## src/rtl/store_buffer.sv

```systemverilog
// Store buffer between MEM and data memory: in-order FIFO drain, word-granular load aliasing.
// Optional store-to-load forwarding of youngest full-word entry when STORE_BUF_FWD_EN is defined.
module store_buffer #(
    parameter int unsigned DEPTH  = 4,
    parameter int unsigned ADDR_W = 14
) (
    input  logic                     clk,
    input  logic                     rst,
    input  logic                     st_valid,
    output logic                     st_ready,
    input  logic [ADDR_W-1:0]        st_addr,
    input  logic [31:0]              st_wd,
    input  logic [1:0]               st_len,
    input  logic [31:0]              st_pc,
    output logic                     st_err,
    input  logic                     dm_busy,
    output logic                     dm_we,
    output logic [ADDR_W-1:0]        dm_addr,
    output logic [31:0]              dm_wd,
    output logic [1:0]               dm_len,
    output logic [31:0]              dm_pc,
    input  logic                     ld_valid,
    input  logic [ADDR_W-1:0]        ld_addr,
    input  logic [1:0]               ld_len,
    output logic                     ld_hit,
    output logic                     ld_fwd_valid,
    output logic [31:0]              ld_fwd_data,
    output logic [$clog2(DEPTH):0]   count
);

    localparam int unsigned PW = $clog2(DEPTH);
    localparam logic [PW:0] FULL = (PW+1)'(DEPTH);

    typedef struct packed {
        logic [ADDR_W-1:0] addr;
        logic [31:0]       wd;
        logic [1:0]        len;
        logic [31:0]       pc;
    } entry_t;

    entry_t        mem_q [DEPTH];
    logic [PW-1:0] head_q, tail_q;
    logic [PW:0]   count_q;
    logic          st_err_q;

    logic legal, push, pop;

    always_comb begin
        legal = 1'b0;
        case (st_len)
            2'd0:    legal = (st_addr[1:0] == 2'b00);
            2'd1:    legal = !st_addr[0];
            2'd2:    legal = 1'b1;
            default: legal = 1'b0;
        endcase
    end

    assign st_ready = (count_q < FULL);
    assign dm_we    = (count_q != '0) && !dm_busy;
    assign push     = st_valid && st_ready && legal;
    assign pop      = dm_we;

    assign dm_addr = mem_q[head_q].addr;
    assign dm_wd   = mem_q[head_q].wd;
    assign dm_len  = mem_q[head_q].len;
    assign dm_pc   = mem_q[head_q].pc;
    assign count   = count_q;
    assign st_err  = st_err_q;

    always_ff @(posedge clk or negedge rst) begin
        if (!rst) begin
            for (int unsigned i = 0; i < DEPTH; i++) mem_q[i] <= '0;
            head_q   <= '0;
            tail_q   <= '0;
            count_q  <= '0;
            st_err_q <= 1'b0;
        end else begin
            st_err_q <= st_valid && st_ready && !legal;
            if (push) begin
                mem_q[tail_q] <= '{addr: st_addr, wd: st_wd, len: st_len, pc: st_pc};
                tail_q        <= tail_q + 1'b1;
            end
            if (pop) head_q <= head_q + 1'b1;
            case ({push, pop})
                2'b10:   count_q <= count_q + 1'b1;
                2'b01:   count_q <= count_q - 1'b1;
                default: count_q <= count_q;
            endcase
        end
    end

    // Walk from head to tail so the last match seen is the youngest store.
    logic          hit_any;
    logic [1:0]    match_len;
    logic [31:0]   match_wd;
    logic [PW-1:0] idx;

    always_comb begin
        hit_any   = 1'b0;
        match_len = '0;
        match_wd  = '0;
        idx       = '0;
        for (int unsigned i = 0; i < DEPTH; i++) begin
            idx = head_q + PW'(i);
            if (((PW+1)'(i) < count_q) &&
                (mem_q[idx].addr[ADDR_W-1:2] == ld_addr[ADDR_W-1:2])) begin
                hit_any   = 1'b1;
                match_len = mem_q[idx].len;
                match_wd  = mem_q[idx].wd;
            end
        end
    end

`ifdef STORE_BUF_FWD_EN
    logic        fwd_ok;
    logic [15:0] half_sel;
    logic [7:0]  byte_sel;

    always_comb begin
        fwd_ok       = ld_valid && hit_any && (match_len == 2'd0) && (ld_len != 2'd3);
        half_sel     = ld_addr[1] ? match_wd[31:16] : match_wd[15:0];
        byte_sel     = match_wd[8*ld_addr[1:0] +: 8];
        ld_hit       = ld_valid && hit_any && !fwd_ok;
        ld_fwd_valid = fwd_ok;
        ld_fwd_data  = '0;
        if (fwd_ok) begin
            case (ld_len)
                2'd0:    ld_fwd_data = match_wd;
                2'd1:    ld_fwd_data = {{16{half_sel[15]}}, half_sel};
                default: ld_fwd_data = {{24{byte_sel[7]}}, byte_sel};
            endcase
        end
    end
`else
    logic unused_fwd;
    assign unused_fwd   = ^{ld_len, ld_addr[1:0], match_len, match_wd};
    assign ld_hit       = ld_valid && hit_any;
    assign ld_fwd_valid = 1'b0;
    assign ld_fwd_data  = '0;
`endif

endmodule

```

## config.mk

```make
export PLATFORM = sky130hd
export DESIGN_NAME = store_buffer
export DESIGN_NICKNAME = d
export VERILOG_FILES = /design/src/rtl/store_buffer.sv
export SDC_FILE = /design/constraint.sdc
export NUM_CORES = 1
export LEC_CHECK = 0
export ABC_AREA = 1
export CAP_MARGIN = 20
export CORE_MARGIN = 5
export CORE_UTILIZATION = 58
export DETAILED_ROUTE_END_ITERATION = 16
export GPL_TIMING_DRIVEN = 0
export PLACE_DENSITY_LB_ADDON = 0.25
export SYNTH_ARGS = -nofsm -noshare
export SYNTH_HDL_FRONTEND = slang
export SYNTH_SLANG_ARGS = --single-unit
```

## constraint.sdc

```tcl
create_clock -name clk -period 6.15 [get_ports clk]
set_clock_uncertainty 0.15 [all_clocks]
set_input_delay 0.9225 -clock clk [delete_from_list [all_inputs] [get_ports clk]]
set_output_delay 0.9225 -clock clk [all_outputs]
set_load 0.01 [all_outputs]
```

==> results_dict.tcl <==
set metrics [dict create \
    drt_iter0_markers 1431 \
    path_cells "buf_4 -> inv_4 -> nand2_2 -> inv_2 -> clkbuf_1 -> clkbuf_1 -> a22oi_1 -> o221ai_1 -> clkdlybuf4s50_1" \
    finalSetupViolations 0 \
    layout-drive-gt1-share 0.135 \
    maxCapViolations 0 \
    rrSetupSlack_ps 3680 \
    fp.dieH_um 177 \
    ys_seq_area_frac 0.505 \
    clock_latency_ps 520 \
    vdd_drop_max_uv 326 \
    initial_core_util 0.587 \
    numCtsBuffers 36 \
    grt_pass1_wl_um 73300 \
    power_mw 11.3 \
    drt_wl_total_um 46600 \
    startpoint_type "flop" \
    hold_path_class "input pin to asynchronous set/reset pin" \
    synth_edf_count 0 \
    cts_max_path_buffers 3 \
    synth_top_family_by_area "simple AND/OR/NAND/NOR gates" \
    ys_seq_elements 328 \
    vias 14000 \
    path_common_cell "clkbuf_1" \
    cts_setup_buffers 0 \
    antenna_found_initial 3 \
    synth_compound_area_frac 0.127 \
    startpoint "head_q[1]$_DFFE_PN0P_" \
    status "finished clean" \
    worst-setup-path-type "flop to output pin" \
    powerDensity_mw_per_mm2 566 \
    crit_slowest_cell "clkdlybuf4s50_1" \
    r2r_start "count[2]$_DFFE_PN0P_" \
    final_hold_viol_count 0 \
    io_pins 221 \
    die-width_um 177 \
    drc 0 \
    slew_viol_final 0 \
    finalCriticalPeriod_ps 4550 \
    r2r-end "mem_q[102]$_DFFE_PN0P_" \
    postSynthCellCount 1778 \
    tightest_slew_ps 740 \
    slowest_delay_ps 610 \
    async_reset_ff_frac 1.00 \
    dp_hpwl_um 31900 \
    synth-adder-area-share 0.00693 \
    yosysUniqueCellTypes 33 \
    portBuffers 183 \
    fmax_mhz 220 \
    antenna_left 0 \
    worst_r2r_path_depth 7 \
    yosysWarnings 0 \
    dpl.cell_count 2373 \
    stdcell_count 2437 \
    maxSlewHeadroom 0.507 \
    vias_per_cell 5.75 \
    wire_per_inst_um 19.1 \
    cts_tree "done" \
    drt_pass1_iterations 7 \
    synthSimpleGateAreaFrac 0.151 \
    grt_max_degree 123 \
    end_kind "output pin" \
    n_fill_cell 2105 \
    core_area_mm2 0.0277 \
    synth_mux_area_frac 0.110 \
    grt_use_total 0.292 \
    worstPathRequired_ps 5080 \
    nNetsFinal 2143 \
    ctsHoldBuffers 0 \
    synth_ff_type "dfrtp_1" \
    rsz0062_at_grt "no" \
    cts_root_buf "clkbuf_16" \
    syn_area_per_cell_um2 9.15 \
    globalRouteOverflowTotal 0 \
    clkTransAtPathRegs_ps 60 \
    cts_max_level 2 \
    arrival_ps 3480 \
    cp_max_fo 10 \
    cts_resized 0 \
    synthXorXnorAreaFrac 0.00592 \
    syn_area_mm2 0.0163 \
    p_leak_nw 9.47 \
    area_growth_syn_to_layout_pct 22.3 \
    cts_sinks 328 \
    grt_pass1_vias 13900 \
    row_count 61 \
    gp_congestion 0.998 \
    timing.final.crit_share 0.740 \
    dieArea_mm2 0.0315 \
    cp-endpoint "dm_addr[0]" \
]
[registers in the layout, summed over array words and instances (netlist names)]
register	cells
tail_q	2
mem_q	320
head_q	2
count	3
st_err	1
[metal layers]
layer | global-route usage | up-vias | wire, µm
met5 | 0 | - | 13
met4 | 0.124 | 2 | 1970
met3 | 0.0460 | 155 | 3540
met2 | 0.480 | 662 | 22300
met1 | 0.389 | 6846 | 18800
li1 | - | 6347 | -
[area by class of cell]
class,instances,area (µm²),area share
timing repair buffer,185,1890,0.0951
sequential,328,8210,0.413
multi-input combinational,1146,6630,0.334
tap,378,473,0.0238
antenna,2,5.00,0.000252
inverter,201,757,0.0381
clock inverter,20,160,0.00805
buffer,135,782,0.0393
clock buffer,42,973,0.0490
[cell usage in the layout (no fill, tap or decap), types with 2 or more instances in the layout]
master           instances
diode_2                  2
clkinvlp_4               2
o221ai_1                68
xnor2_1                  2
o21ai_1                  8
buf_1                    6
clkbuf_8                 5
nand2_2                  2
buf_4                   46
o21ai_0                168
mux2_1                  56
clkdlybuf4s50_1        182
o211ai_1                 2
o21a_1                   4
inv_2                    7
clkbuf_1                37
nor2_1                  28
buf_6                    7
buf_16                   2
nand2_1                483
clkinv_8                 2
clkinv_2                13
xor2_1                   9
mux2_2                 103
a21oi_1                  4
inv_1                  192
ha_1                     9
dfrtp_1                328
nand3_1                 92
buf_2                   40
nor2_2                   2
a22oi_1                 68
conb_1                  33
clkbuf_16               36
[Yosys cell counts (4+ instances only)]
library cell,number,area (µm²)
a21oi_1,4,20.0
a22oi_1,68,510
buf_1,6,22.5
buf_2,40,200
buf_4,46,345
buf_6,7,78.8
clkbuf_1,36,135
dfrtp_1,328,8210
ha_1,9,113
inv_1,192,721
inv_2,7,26.3
mux2_1,56,631
mux2_2,103,1160
nand2_1,483,1810
nand3_1,92,460
nor2_1,28,105
o21a_1,4,30.0
o21ai_0,168,841
o21ai_1,8,40.0
o221ai_1,68,596
xor2_1,9,78.8
[how the worst min path moves through the flow]
stage,startpoint,slack [ps],depth (start not counted),endpoint
finish,rst,240,1,mem_q[16]$_DFFE_PN0P_
global route,rst,290,1,mem_q[16]$_DFFE_PN0P_
CTS,rst,280,1,mem_q[16]$_DFFE_PN0P_
detailed placement,mem_q[172]$_DFFE_PN0P_,330,1,mem_q[172]$_DFFE_PN0P_
global placement,mem_q[296]$_DFFE_PN0P_,320,1,mem_q[296]$_DFFE_PN0P_
floorplan,mem_q[285]$_DFFE_PN0P_,310,1,mem_q[285]$_DFFE_PN0P_
[power by group]
group	total, mW	internal [mW]	switching [mW]
Clock	2.07	1.18	0.887
Sequential	3.72	3.23	0.492
Combinational	5.47	2.39	3.08
[cells by family (layout without fill, tap and decap cells)]
group / after synthesis / after routing
AO/OA/AOI/OAI: 323 / 323
buffers and inverters: 336 / 583
multiplexers: 159 / 159
flip-flops: 328 / 328
other: 1 / 35
adder cells (fa/ha/maj): 9 / 9
XOR/XNOR: 11 / 11
AND/OR/NAND/NOR: 611 / 611
[critical path: cells and delay by family, from the launching register on]
family | cells | cell delay (ps)
AO/OA/AOI/OAI | 2 | 360
buffers and inverters | 6 | 2130
flip-flops | 1 | 370
AND/OR/NAND/NOR | 1 | 100
[per-stage QoR]
step                      instance area (µm²)  setup slack [ps]   util  setup TNS, ps  hold WS [ps]
after floorplan                         16400              3400      -              0           309
after global placement                  18700             -9810  0.674       -3203820           317
after detailed placement                18700              2100  0.677              0           326
after CTS                               19900              1680  0.718              0           276
after global routing                    19900              1500  0.718              0           291
final                                   19900              1600  0.718              0           245
(Power assumes the default switching activity.)
